File: config.mk
export PLATFORM = sky130hd
export DESIGN_NAME = fb_capture_ctrl
export DESIGN_NICKNAME = d
export VERILOG_FILES = /design/src/rtl/fb_capture_ctrl.sv
export SDC_FILE = /design/constraint.sdc
export NUM_CORES = 1
export LEC_CHECK = 0
export BUFFER_PORTS_ARGS = -buffer_cell sky130_fd_sc_hd__buf_4
export CORE_UTILIZATION = 31
export DETAILED_ROUTE_END_ITERATION = 10
export SETUP_SLACK_MARGIN = 0.2
export SLEW_MARGIN = 20
export SYNTH_ARGS = -nofsm -noshare
export SYNTH_HDL_FRONTEND = slang
export SYNTH_SLANG_ARGS = --single-unit
File: constraint.sdc
create_clock -name clk_in -period 6.1 [get_ports clk_in]
set_clock_uncertainty 0.15 [all_clocks]
set_input_delay 0.305 -clock clk_in [delete_from_list [all_inputs] [get_ports clk_in]]
set_output_delay 0.305 -clock clk_in [all_outputs]
set_load 0.005 [all_outputs]
File: src/rtl/fb_capture_ctrl.sv
// Frame buffer port-A write sequencer for the QR reader. It either passes pixels
// through live, or captures one complete frame and freezes it until the decoder
// releases it or a frame-count timeout expires.
module fb_capture_ctrl #(
    parameter int unsigned WIDTH          = 640,
    parameter int unsigned HEIGHT         = 480,
    parameter int unsigned ADDR_W         = 19,
    parameter int unsigned TIMEOUT_FRAMES = 60
) (
    input  logic              clk_in,
    input  logic              rst_n_in,
    input  logic              mode_live_in,
    input  logic              capture_req_in,
    input  logic              pix_valid_in,
    input  logic [10:0]       hcount_in,
    input  logic [9:0]        vcount_in,
    input  logic              pix_in,
    input  logic              frame_done_in,
    input  logic              scan_done_in,
    output logic              fb_we_out,
    output logic [ADDR_W-1:0] fb_addr_out,
    output logic              fb_din_out,
    output logic              frame_ready_out,
    output logic              busy_out,
    output logic [1:0]        state_out,
    output logic [7:0]        frames_captured_out,
    output logic              err_short_out,
    output logic              timeout_out
);

    localparam int unsigned HOLD_W = (TIMEOUT_FRAMES > 1) ? $clog2(TIMEOUT_FRAMES) : 1;

    localparam logic [10:0]       H_LIM     = 11'(WIDTH);
    localparam logic [9:0]        V_LIM     = 10'(HEIGHT);
    localparam logic [ADDR_W-1:0] FRAME_PIX = ADDR_W'(WIDTH * HEIGHT);
    localparam logic [ADDR_W-1:0] CNT_MAX   = '1;
    localparam logic [HOLD_W-1:0] HOLD_LAST = HOLD_W'(TIMEOUT_FRAMES - 1);

    typedef enum logic [1:0] {
        ST_IDLE    = 2'b00,
        ST_ARM     = 2'b01,
        ST_CAPTURE = 2'b10,
        ST_HOLD    = 2'b11
    } state_e;

    state_e             state_q, state_d;
    logic [ADDR_W-1:0]  pix_cnt_q, pix_cnt_d;
    logic [HOLD_W-1:0]  hold_cnt_q, hold_cnt_d;
    logic [7:0]         frames_q, frames_d;
    logic               err_short_d, timeout_d;

    logic               accept_c;
    logic [ADDR_W-1:0]  pix_cnt_fin_c;

    // write pipeline registers
    logic               we1_q, pix1_q;
    logic [ADDR_W-1:0]  row_base1_q, hcount1_q;
    logic               we2_q, din2_q;
    logic [ADDR_W-1:0]  addr2_q;

    // registered status outputs
    logic               frame_ready_q, busy_q, err_short_q, timeout_q;
    logic [1:0]         state_out_q;

    // Pixel accept: in range, and either live pass-through (IDLE/ARM) or capturing.
    always_comb begin
        accept_c = 1'b0;
        if (pix_valid_in && (hcount_in < H_LIM) && (vcount_in < V_LIM)) begin
            if (state_q == ST_CAPTURE) begin
                accept_c = 1'b1;
            end else if ((state_q == ST_IDLE || state_q == ST_ARM) && mode_live_in) begin
                accept_c = 1'b1;
            end
        end
    end

    // Capture pixel count including any pixel accepted this cycle, saturating.
    always_comb begin
        pix_cnt_fin_c = pix_cnt_q;
        if (state_q == ST_CAPTURE && accept_c && pix_cnt_q != CNT_MAX) begin
            pix_cnt_fin_c = pix_cnt_q + ADDR_W'(1);
        end
    end

    // Next-state and counter/pulse logic.
    always_comb begin
        state_d     = state_q;
        pix_cnt_d   = pix_cnt_q;
        hold_cnt_d  = hold_cnt_q;
        frames_d    = frames_q;
        err_short_d = 1'b0;
        timeout_d   = 1'b0;
        case (state_q)
            ST_IDLE: begin
                if (capture_req_in) begin
                    state_d = ST_ARM;
                end
            end
            ST_ARM: begin
                if (frame_done_in) begin
                    state_d   = ST_CAPTURE;
                    pix_cnt_d = '0;
                end
            end
            ST_CAPTURE: begin
                pix_cnt_d = pix_cnt_fin_c;
                if (frame_done_in) begin
                    pix_cnt_d = '0;
                    if (pix_cnt_fin_c == FRAME_PIX) begin
                        state_d    = ST_HOLD;
                        hold_cnt_d = '0;
                        frames_d   = frames_q + 8'd1;
                    end else begin
                        err_short_d = 1'b1;
                    end
                end
            end
            ST_HOLD: begin
                if (scan_done_in) begin
                    state_d = ST_IDLE;
                end else if (frame_done_in) begin
                    if (hold_cnt_q == HOLD_LAST) begin
                        state_d   = ST_IDLE;
                        timeout_d = 1'b1;
                    end else begin
                        hold_cnt_d = hold_cnt_q + HOLD_W'(1);
                    end
                end
            end
            default: state_d = ST_IDLE;
        endcase
    end

    // State, counters and registered status outputs.
    always_ff @(posedge clk_in or negedge rst_n_in) begin
        if (!rst_n_in) begin
            state_q       <= ST_IDLE;
            pix_cnt_q     <= '0;
            hold_cnt_q    <= '0;
            frames_q      <= '0;
            err_short_q   <= 1'b0;
            timeout_q     <= 1'b0;
            frame_ready_q <= 1'b0;
            busy_q        <= 1'b0;
            state_out_q   <= 2'b00;
        end else begin
            state_q       <= state_d;
            pix_cnt_q     <= pix_cnt_d;
            hold_cnt_q    <= hold_cnt_d;
            frames_q      <= frames_d;
            err_short_q   <= err_short_d;
            timeout_q     <= timeout_d;
            frame_ready_q <= (state_d == ST_HOLD);
            busy_q        <= (state_d == ST_ARM) || (state_d == ST_CAPTURE);
            state_out_q   <= state_d;
        end
    end

    // Stage 1: row base product, column and pixel data.
    always_ff @(posedge clk_in or negedge rst_n_in) begin
        if (!rst_n_in) begin
            we1_q       <= 1'b0;
            pix1_q      <= 1'b0;
            row_base1_q <= '0;
            hcount1_q   <= '0;
        end else begin
            we1_q       <= accept_c;
            pix1_q      <= pix_in;
            row_base1_q <= ADDR_W'(WIDTH) * ADDR_W'(vcount_in);
            hcount1_q   <= ADDR_W'(hcount_in);
        end
    end

    // Stage 2: final address sum and write strobe.
    always_ff @(posedge clk_in or negedge rst_n_in) begin
        if (!rst_n_in) begin
            we2_q   <= 1'b0;
            din2_q  <= 1'b0;
            addr2_q <= '0;
        end else begin
            we2_q   <= we1_q;
            din2_q  <= pix1_q;
            addr2_q <= row_base1_q + hcount1_q;
        end
    end

    assign fb_we_out           = we2_q;
    assign fb_addr_out         = addr2_q;
    assign fb_din_out          = din2_q;
    assign frame_ready_out     = frame_ready_q;
    assign busy_out            = busy_q;
    assign state_out           = state_out_q;
    assign frames_captured_out = frames_q;
    assign err_short_out       = err_short_q;
    assign timeout_out         = timeout_q;

endmodule

[After elaboration in Yosys (flattened, before gate mapping)]
Cells that the tools add are included.
Operators by class
  reductions and logical operators: 13
  $lt $le $gt $ge: 2
  muxes and demuxes: 28
  multiply operators: 1
  $add $sub $neg: 4
  eq/ne operators: 15
Operators with widths (count)
  $mux W19: 3
  $pmux W19 S2: 1
  $mux W6: 5
  $add A19 B1 Y19 const B: 1
  $add A19 B11 Y19: 1
  $eq A19 B19 Y1 const B: 1
  $ne A19 B19 Y1 const B: 1
  $mux W2: 7
  $mul A3 B10 Y12 const A: 1
  $pmux W6 S2: 1
  $lt A11 B10 Y1 const B: 1
  $lt A10 B9 Y1 const B: 1
  $mux W1: 10
  $ne A2 B2 Y1 const B: 5
  $add A8 B1 Y8 const B: 1
  $eq A2 B2 Y1 const B: 4
  $pmux W2 S4: 1
  $add A6 B1 Y6 const B: 1
  $eq A6 B6 Y1 const B: 1
  $reduce_and A6 Y1: 1
  $logic_and A1 B1 Y1: 5
  $eq A2 B1 Y1 const B: 2
  $reduce_bool A2 Y1: 2
  $reduce_and A3 Y1: 1
  other kinds (4): 5
Word-level totals
  input bits: 29
  word-level logic and storage cells: 78
  output and inout bits: 35
  register bits: 85

[Logic depth before layout (Yosys ltp)]
Gate-level depths: netlist (run 1).
  depth in word-level cells: 15
  gate-level depth with buffers: 12
  depth with buffers taken out: 11

[Worst setup path after synthesis (run 1)]
OpenSTA, ideal clock, no wires.
  kind: register -> register
  start: register pix_cnt_q[0]
  end: register busy_q, in the netlist busy_out
  data required time: 5.824 ns
  path buffers: 1
  path slack: 3.065 ns
  arrival time: 2.759 ns
  cell stages (with the launch flop): 12
  clock period less this slack: 3.035 ns
  setup time: 0.126 ns
  path through: dfrtp_1 ha_1 nand3_2 nor3_2 buf_4 a21oi_1 or4_1 a2bb2oi_1 o211ai_2 or3_1 a31oi_1 ha_1
On the way
  cells in the longest elaborated chain, start to end: 9
  elaborated cells between the ends (all ways): 11
  those cells by class: add/sub: 1; eq/ne: 4; mux: 4; reduce/logical: 2
RTL lines
  start: declaration: line 47  | logic [ADDR_W-1:0] pix_cnt_q, pix_cnt_d;
  start signal: assignment: line 148  | pix_cnt_q <= pix_cnt_d;
  parallel branches: the longest is 2 deep, another holds $add A19 B1 Y19
  $mux W19 (*): line 80  | if (state_q == ST_CAPTURE && accept_c && pix_cnt_q != CNT_MAX) begin
  $eq A19 B19 Y1 (*): line 109  | if (pix_cnt_fin_c == FRAME_PIX) begin
  $mux W2 (*): line 109
  $mux W2 (*): line 107  | if (frame_done_in) begin
  $pmux W2 S4 (*): line 93  | case (state_q)
  net state_d[0]: line 46  | state_e state_q, state_d;
  $eq A2 B1 Y1 / $eq A2 B2 Y1 (equally long branches): line 154  | busy_q <= (state_d == ST_ARM) || (state_d == ST_CAPTURE);
  $logic_or A1 B1 Y1 (*): line 154
  end signal: assignment: line 154
  end: declaration: line 62  | logic frame_ready_q, busy_q, err_short_q, timeout_q;
Mark *: on every way through the listed nets, which the timed path passes.
A chain may end at the register's enable or synchronous reset.

[Final worst setup path (run 1)]
Ends and elaborated chain as after synthesis.

==> results of run 1 <==
## cells in the mapped netlist (2+ instances only)
master / number / area (µm²)
buf_2: 11 / 55.1
ha_1: 24 / 300
and3_1: 3 / 18.8
nand4_1: 14 / 87.6
o21ai_0: 38 / 190
nor3_2: 4 / 40.0
o31ai_1: 6 / 45.0
nand3_1: 17 / 85.1
or3_1: 3 / 18.8
a21oi_1: 22 / 110
dfrtp_1: 85 / 2130
clkbuf_1: 5 / 18.8
nand2_1: 38 / 143
o21bai_1: 8 / 60.1
nor3_1: 12 / 60.1
nor2_1: 28 / 105
a211oi_2: 2 / 25.0
mux2i_1: 7 / 70.1
a21o_1: 3 / 22.5
xnor2_1: 16 / 140
a2bb2oi_1: 3 / 26.3
a211o_1: 2 / 17.5
and4_1: 3 / 26.3
nor3b_1: 2 / 15.0
xor2_1: 15 / 131
or2_2: 2 / 12.5
a31oi_1: 3 / 18.8
nand2b_1: 3 / 18.8
nor4_1: 5 / 31.3
nand4_2: 2 / 25.0
fa_1: 2 / 40.0
inv_1: 16 / 60.1
nor4b_1: 2 / 17.5
nor2b_1: 2 / 12.5
## where the power goes
| part | total [mW] | switching [mW] | internal (mW) |
|---|---|---|---|
| registers | 0.697 | 0.0571 | 0.640 |
| logic | 0.344 | 0.187 | 0.157 |
| clock network | 0.558 | 0.220 | 0.338 |
## worst max path at each step
stage	cells past startpoint	to	slack, ps	startpoint
after CTS	10	busy_out$_DFF_PN0_	1800	pix_cnt_q[0]$_DFFE_PN0P_
after detailed placement	10	busy_out$_DFF_PN0_	1820	pix_cnt_q[0]$_DFFE_PN0P_
after global placement	10	busy_out$_DFF_PN0_	1980	pix_cnt_q[0]$_DFFE_PN0P_
after global routing	10	busy_out$_DFF_PN0_	1430	pix_cnt_q[0]$_DFFE_PN0P_
final	10	busy_out$_DFF_PN0_	1770	pix_cnt_q[0]$_DFFE_PN0P_
after floorplan	11	busy_out$_DFF_PN0_	3070	pix_cnt_q[0]$_DFFE_PN0P_
## critical path: cells and delay by family, from the launching register on
family	cells	cell delay [ps]
fa+ha+maj	2	550
simple gates	4	1840
flops	1	440
compound gates	4	1220
## state kept, by name, summed over array words and instances (netlist names)
signal	cells
fb_addr_out	19
pix_cnt_q	19
row_base1_q	12
hcount1_q	11
frames_captured_out	8
hold_cnt_q	6
state_out	2
busy_out	1
err_short_out	1
fb_din_out	1
fb_we_out	1
frame_ready_out	1
pix1_q	1
timeout_out	1
we1_q	1
## per-layer routing
metal | track usage | vias to the layer above | share of wire
met5 | 0 | - | 0
met4 | 0.0710 | 0 | 0.023
met1 | 0.179 | 1675 | 0.45
li1 | - | 1690 | -
met3 | 0.0324 | 18 | 0.045
met2 | 0.230 | 99 | 0.48
## cell type report
class	instances	area, µm²
fill	1343	8370
sequential	85	2130
multi-input combinational	311	2110
timing repair buffer	80	641
clock buffer	12	256
tap	180	225
inverter	16	60.1
clock inverter	3	43.8
## metrics by stage
step	power, mW	util
after global routing	1.70	0.395
after global placement	1.04	0.362
final	1.60	0.395
after CTS	1.62	0.395
after floorplan	0.896	-
after detailed placement	1.05	0.362
## logic make-up (layout without fill, tap and decap cells)
family	Yosys count	in the layout	synth area share
multiplexers	8	8	0.0185
XOR/XNOR	31	31	0.0619
buffers and inverters	35	111	0.0342
flip-flops	85	85	0.485
AO/OA/AOI/OAI	99	99	0.144
AND/OR/NAND/NOR	147	147	0.179
adder cells (fa/ha/maj)	26	26	0.0776
## what timing repair did
item / in CTS / in global routing
hold buffers: 16 / 0
hold endpoints to repair: 32 / 0
setup endpoints to repair: 0 / 0
==> results.toml, run 1 <==
[clock_tree]
root_buffer = "clkbuf_16"
cts_buffers = 9
clock_latency_ps = 340
cts_resized = 0
cts_setup_buffers = 0
ctsLongestPathBuffers = 2
cts.sinks = 85
htree_levels = 3
tritoncts = "built"
cts.reportedPaths.clkPinSlew_ps = 60

[finish]
layout_commonest_cell = "dfrtp_1"
final_nets = 558
stdcell_count = 687
num_antenna_cells = 0
design_area_um2 = 5460
layout_common_cells = "85 x dfrtp_1, 64 x buf_4, 38 x nand2_1, 38 x o21ai_0, 28 x nor2_1"
syn2layout_area_growth_pct = 24.5
drive_gt1_frac = 0.187

[worst_setup_path]
worstRegToRegCells = 10
worstReg2RegEnd = "busy_out$_DFF_PN0_"
slowest_stage = "nor3_2"
slowest_delay_ps = 640
cp_common_cell = "ha_1"
r2r-start = "pix_cnt_q[0]$_DFFE_PN0P_"
cp_max_fo = 15
path_cells = "ha_1 > nand3_2 > nor3_2 > a21oi_1 > or4_1 > a2bb2oi_1 > o211ai_2 > or3_1 > a31oi_1 > ha_1"
crit_required_ps = 6180
cp-start-kind = "register"
critPathKind = "register to register"
arrival_ps = 4410
crit_path_end_kind = "register"
rrSetupSlack_ps = 1770

[synthesis]
yosysWarnings = 0
ys_async_sr_fraction = 1.00
syn-num-nets = 486
ys.flop_type = "dfrtp_1"
synth_cell_types = 57
netlist_instances = 431
synth_area_um2 = 4390
avgSynthCellArea_um2 = 10.2
ys_ff_latch = 85
synth_edf_count = 0
ys_seq_area_frac = 0.485

[detailed_routing]
wirelength_um = 9590
via_count = 3482
drt_iter0_markers = 214
ant_nets = 0
vias_per_cell = 5.07
dr.pass1.iters = 4
drc = 0
wl_per_cell_um = 14.0

[sta]
finalCritPeriodShare = 0.709
finalSetupViolations = 0
final.setup.worst_slack_ps = 1770
whs_ps = 12.7
worstMarginPinSlew_ps = 1070
hold_viol_final = 0
setup_tns_ps = 0
final_max_slew_viol_count = 0
relSlewSlack = 0.282
rsz0062_at_grt = "no"
fmax_mhz = 231
period_needed_ps = 4330

[floorplan]
die_x_um = 121
initial_core_util = 0.317
rows = 43
die_y_um = 121
dieArea_um2 = 14600
fp.coreArea_um2 = 13800
pin_count = 64

[placement]
dpl-instance-area_um2 = 5000
gp_congestion = 0.897
hpwl_um = 6860
placed_cells = 656
io_buffers = 63
dp_slack_ps = 1820

[power]
p_per_area_nw_per_um2 = 293
peakVddDrop_v = 0.000149
p_leak_nw = 2.41

[min_path]
holdPathStages = 2
hold_path_end = "row_base1_q[18]$_DFF_PN0_"
hp-class = "primary input to register"
worstHoldStart = "vcount_in[9]"

[global_routing]
grt_usage = 0.143
grt_pass1_vias = 3331
grt_pass1_wl_um = 16200
antenna_found_initial = 0
grt_overflow = 0
grt_max_degree = 69

[run_status]
status = "finished, final reports clean"

[job]
cap_viol_max_count = 0
No activity file was read; power rests on OpenSTA's default activity.
==> inputs of run 2 (changes only) <==
ABC_AREA = 1   (was default)
clock period = 3.5 ns   (was 6.1 ns; I/O delays follow)
==> run 2 against run 1 <==
Sequential share of layout area shrank 1.5 points. Worst hold slack gained 2.0 ps. Routed wire length grew 3.0%. Sequential power grew 68%. Setup slack lost 1300 ps. Cell count grew 15%.
==> results.toml, run 2 <==
[job]
cap_viol_max_count = 0

[power]
power.share.switching = 0.299
p_leak_nw = 2.70
power.internal_mw = 1.90
switchingPower_mw = 0.807
peakVddDrop_v = 0.000196
p_clk_frac = 0.354
p_comb_frac = 0.212
p_per_area_nw_per_um2 = 477
pwr-share-seq = 0.434

[detailed_routing]
wirelength_um = 9880
dr.pass1.iters = 5
vias_per_cell = 4.59
ant_nets = 0
wl_per_cell_um = 12.5
via_count = 3625
drc = 0
drt_iter0_markers = 280

[floorplan]
rows = 43
fp.coreArea_um2 = 14000
die_y_um = 123
die_x_um = 123
dieArea_um2 = 15000
pin_count = 64
initial_core_util = 0.321

[clock_tree]
clock_latency_ps = 340
tritoncts = "built"
cts_setup_buffers = 0
cts_resized = 0
cts.sinks = 85
cts_buffers = 9
ctsLongestPathBuffers = 2
htree_levels = 3
cts.reportedPaths.clkPinSlew_ps = 60
root_buffer = "clkbuf_16"

[global_routing]
grt_pass1_wl_um = 16700
grt_overflow = 0
grt_max_degree = 86
antenna_found_initial = 0
grt_pass1_vias = 3484
grt_usage = 0.146

[finish]
seq_area_um2 = 2130
syn2layout_area_growth_pct = 25.8
layout_common_cells = "147 x nand2_1, 85 x dfrtp_1, 64 x buf_4, 51 x inv_1, 50 x nor2_1"
n_fill_cell = 1373
final_nets = 660
multi_input_area_um2 = 2130
drive_gt1_frac = 0.190
stdcell_count = 790
num_antenna_cells = 0
layout_commonest_cell = "nand2_1"
final_util = 0.404

[sta]
finalCritPeriodShare = 0.858
hold_viol_final = 0
final_max_slew_viol_count = 0
relSlewSlack = 0.484
setup_tns_ps = 0
period_needed_ps = 3000
worstMarginPinSlew_ps = 772
fmax_mhz = 333
finalSetupViolations = 0
final.setup.worst_slack_ps = 497
rsz0062_at_grt = "no"

[synthesis]
synth_area_um2 = 4510
avgSynthCellArea_um2 = 8.76
yosysMostFrequentCell = "nand2_1"
syn-num-nets = 570
ys_seq_area_frac = 0.471
synth_edf_count = 0
synth_top_area_frac = 0.471
ys_async_sr_fraction = 1.00
synthTopCellsByArea = "dfrtp_1 47%, nand2_1 12%, ha_1 6.7%, inv_1 4.2%, nor2_1 4.2%"
netlist_instances = 515
synth_largest_area_cell = "dfrtp_1"
ys_ff_latch = 85
synth_cell_types = 34
yosysWarnings = 0
ys.flop_type = "dfrtp_1"
synthTopCellsByCount = "147 x nand2_1, 85 x dfrtp_1, 51 x inv_1, 50 x nor2_1, 30 x nand3_1"

[worst_setup_path]
arrival_ps = 3080
cp_max_fo = 18
crit_required_ps = 3580
cp-start-kind = "register"
crit_path_end_kind = "register"
rrSetupSlack_ps = 500
critPathKind = "register to register"

[placement]
dp_slack_ps = 559
io_buffers = 63
placed_cells = 754
hpwl_um = 7220
gp_congestion = 0.871

[run_status]
status = "finished, final reports clean"

[min_path]
hp-class = "primary input to register"
==> run 2: cell types whose count changed after synthesis, moves of 7 or more <==
cell	change
a21oi_1	-14
buf_2	-11
inv_1	+35
mux2i_1	-7
nand2_1	+109
nand3_1	+13
nor2_1	+22
nor2_4	+9
nor3_1	-11
o21ai_0	-24
o21ai_2	+8
o21bai_1	-8
==> run 2: layout make-up <==
type	count	area share
Sequential cell	85	0.375
Multi-Input combinational cell	369	0.375
Timing Repair Buffer	85	0.122
Clock buffer	10	0.0404
Tap cell	180	0.0397
Inverter	55	0.0364
Clock inverter	6	0.0121
==> run 2: path summary, 6_finish.rpt <==
check                                                      to  cells past startpoint                      from
max                                        busy_out$_DFF_PN0_                     14  pix_cnt_q[0]$_DFFE_PN0P_
max reg2reg                                busy_out$_DFF_PN0_                     14  pix_cnt_q[0]$_DFFE_PN0P_
min in group asynchronous           fb_addr_out[18]$_DFF_PN0_                      2                  rst_n_in
min                                   err_short_out$_DFF_PN0_                      3             frame_done_in
min reg2reg                          fb_addr_out[2]$_DFF_PN0_                      0    hcount1_q[2]$_DFF_PN0_
max in group asynchronous  frames_captured_out[3]$_DFFE_PN0P_                      2                  rst_n_in
==> run 2: through the flow <==
stage	cell area (µm²)	hold WS (ps)	power (mW)
6_report	5670	14.7	2.70
4_1_cts	5670	4.77	2.74
3_3_place_gp	5170	135	1.74
2_1_floorplan	4510	-271	1.48
3_5_place_dp	5170	136	1.75
5_1_grt	5670	20.4	2.86
==> run 2: repair_timing <==
| action | 4_1_cts | 5_1_grt |
|---|---|---|
| hold endpoints to repair | 103 | 0 |
| hold buffers | 20 | 0 |
| endpoints found under the setup margin | 0 | 0 |
==> run 2: critical path, cell delays in order, from the launching register on <==
cell	delay, ps
dfrtp_1	480
ha_1	330
inv_2	70
nor2_4	170
nand3_2	110
nor2_4	110
nor2_4	100
nand2_1	90
nand2_1	70
nor2_1	190
nand2_1	130
nor2_4	140
nand4_4	270
nand4_1	210
ha_1	240
==> run 2: per-layer routing <==
layer / routed length, µm / vias to the layer above / global-route usage
met5: 0 / - / 0
met1: 4390 / 1670 / 0.186
met2: 4790 / 109 / 0.230
met3: 520 / 17 / 0.0404
met4: 179 / 0 / 0.0617
li1: - / 1829 / -
==> run 2: logic make-up after synthesis <==
kind of cell / count (synthesis) / synth area share
DFF: 85 / 0.471
and+or+nand+nor: 269 / 0.274
buffers and inverters: 61 / 0.0574
AOI/OAI and AO/OA: 41 / 0.0574
xor gates and xnor gates: 33 / 0.0641
adders and majority gates: 26 / 0.0754
==> run 2: power groups by stage <==
stage          Sequential, mW  Clock (mW)  Combinational, mW
2_1_floorplan            1.18           0              0.300
3_3_place_gp             1.19           0              0.550
3_5_place_dp             1.19           0              0.560
4_1_cts                  1.17       0.989              0.581
5_1_grt                  1.19        1.03              0.643
6_report                 1.17       0.958              0.573
==> inputs of run 3 (changes only) <==
CORE_UTILIZATION = 52   (was 31)
PLACE_DENSITY = 0.76   (was default)
==> run 3 against run 2 <==
Register-to-register slack better by 90 ps. Combinational power up 0.7%. Routed wire length down 0.83%. Critical path depth is 1 higher. First-iteration DRC count decreased by 19%. Worst hold slack gained 7.6 ps. Global-route usage is 9.3 points higher. Maximum frequency is 2.9% higher.
==> results.toml, run 3 (synthesis results as in run 2) <==
[min_path]
hp-class = "primary input to register"

[sta]
relSlewSlack = 0.491
worstMarginPinSlew_ps = 764
period_needed_ps = 2920
finalCritPeriodShare = 0.834
final_max_slew_viol_count = 0
rsz0062_at_grt = "no"
whs_ps = 22.3
setup_tns_ps = 0
hold_viol_final = 0
finalSetupViolations = 0
fmax_mhz = 343

[floorplan]
pin_count = 64
rows = 33
dieArea_um2 = 9050
fp.coreArea_um2 = 8300
initial_core_util = 0.544
die_y_um = 95.2
die_x_um = 95.2

[worst_setup_path]
crit_buf_inv = 1
crit_required_ps = 3620
crit_family = "simple AND/OR/NAND/NOR gates"
crit_path_end_kind = "register"
critPathKind = "register to register"
cp_max_fo = 18
arrival_ps = 3030
cp-start-kind = "register"
path_cells = "ha_1 > inv_2 > nor2_4 > nand2_2 > nor2_4 > nand2_2 > nand2_4 > nand2_1 > nand2_1 > nor2_1 > nand2_1 > nor2_4 > nand4_4 > nand4_1 > ha_1"
slowest_stage = "dfrtp_1"
slowest_delay_ps = 500

[global_routing]
antenna_found_initial = 0
grt_usage = 0.239
grt_pass1_vias = 3630
grt_pass1_wl_um = 16600
grt_max_degree = 86
grt_overflow = 0

[placement]
io_buffers = 63
gp_congestion = 0.937
hpwl_um = 6930

[finish]
drive_gt1_frac = 0.191
num_antenna_cells = 0
n_fill_cell = 658
syn2layout_area_growth_pct = 21.8
final_nets = 662
layout_common_cells = "147 x nand2_1, 85 x dfrtp_1, 64 x buf_4, 51 x inv_1, 50 x nor2_1"
seq_area_um2 = 2130
layout_commonest_cell = "nand2_1"
multi_input_area_um2 = 2130

[detailed_routing]
drc = 0
ant_nets = 0
dr.pass1.iters = 5
wl_per_cell_um = 13.7
vias_per_cell = 5.21
drt_iter0_markers = 228
wirelength_um = 9790
via_count = 3734

[clock_tree]
cts_buffers = 9
cts.reportedPaths.clkPinSlew_ps = 100
htree_levels = 3
ctsLongestPathBuffers = 2
clock_latency_ps = 370
cts.sinks = 85
hold_buffers = 22
cts_resized = 0
tritoncts = "built"
cts_setup_buffers = 0
root_buffer = "clkbuf_8"

[power]
p_per_area_nw_per_um2 = 441
peakVddDrop_v = 0.000233
p_leak_nw = 2.66
power.internal_mw = 1.61
pwr-share-seq = 0.481
p_clk_frac = 0.281
switchingPower_mw = 0.811
p_comb_frac = 0.238
power.share.switching = 0.334

[job]
cap_viol_max_count = 0

[run_status]
status = "finished, final reports clean"
run 3: changes by cell type in the layout (fill, tap and decap cells not counted), sizes merged:
cell	previous run	this run
inv	57	58
clkinv	2	3
dlygate4sd3	20	22
bufinv	1	0
clkbuf	10	9
run 3: worst min-delay path, cell delays in order:
cell and delay (ps):
buf_4 90, ha_1 120, ha_1 120
run 3: power groups by stage:
stage	clock, mW	sequential (mW)	combinational [mW]
finish	0.681	1.17	0.577
global route	0.742	1.18	0.644
CTS	0.698	1.17	0.581
detailed placement	0	1.19	0.557
global placement	0	1.18	0.541
floorplan	0	1.18	0.300
run 3: stage by stage:
step                      power (mW)  setup WS (ps)  cell area, µm²  utilization  instances
after floorplan                 1.48            901            4510            -        515
after global placement          1.73            736            5080        0.612        679
after detailed placement        1.74            668            5080        0.612        679
after CTS                       2.45            588            5490        0.662        717
after global routing            2.57            365            5500        0.662        717
final                           2.43            583            5500        0.662        717
run 3: final timing paths:
| kind | depth (start not counted) | end | slack, ps | start |
|---|---|---|---|---|
| worst min register to register | 0 | fb_addr_out[3]$_DFF_PN0_ | 200 | hcount1_q[3]$_DFF_PN0_ |
| worst max register to register | 15 | busy_out$_DFF_PN0_ | 580 | pix_cnt_q[0]$_DFFE_PN0P_ |
| worst max-delay path | 15 | busy_out$_DFF_PN0_ | 580 | pix_cnt_q[0]$_DFFE_PN0P_ |
| min in group asynchronous | 2 | row_base1_q[17]$_DFF_PN0_ | 220 | rst_n_in |
| max in group asynchronous | 2 | row_base1_q[8]$_DFF_PN0_ | 2410 | rst_n_in |
| worst min-delay path | 3 | row_base1_q[10]$_DFF_PN0_ | 20 | vcount_in[3] |
run 3: area by class of cell:
cell class | instances | area share
repair buffers | 87 | 0.130
inverters | 55 | 0.0376
clock inverters | 7 | 0.0125
well taps | 105 | 0.0239
multi-input cells | 369 | 0.387
clock buffers | 9 | 0.0225
flip-flops and latches | 85 | 0.387
run 3: per-layer routing:
layer,vias up,track usage,routed length (µm)
li1,1841,-,-
met2,115,0.401,4670
met4,0,0.101,251
met1,1752,0.305,4380
met3,26,0.0383,490
met5,-,0,0
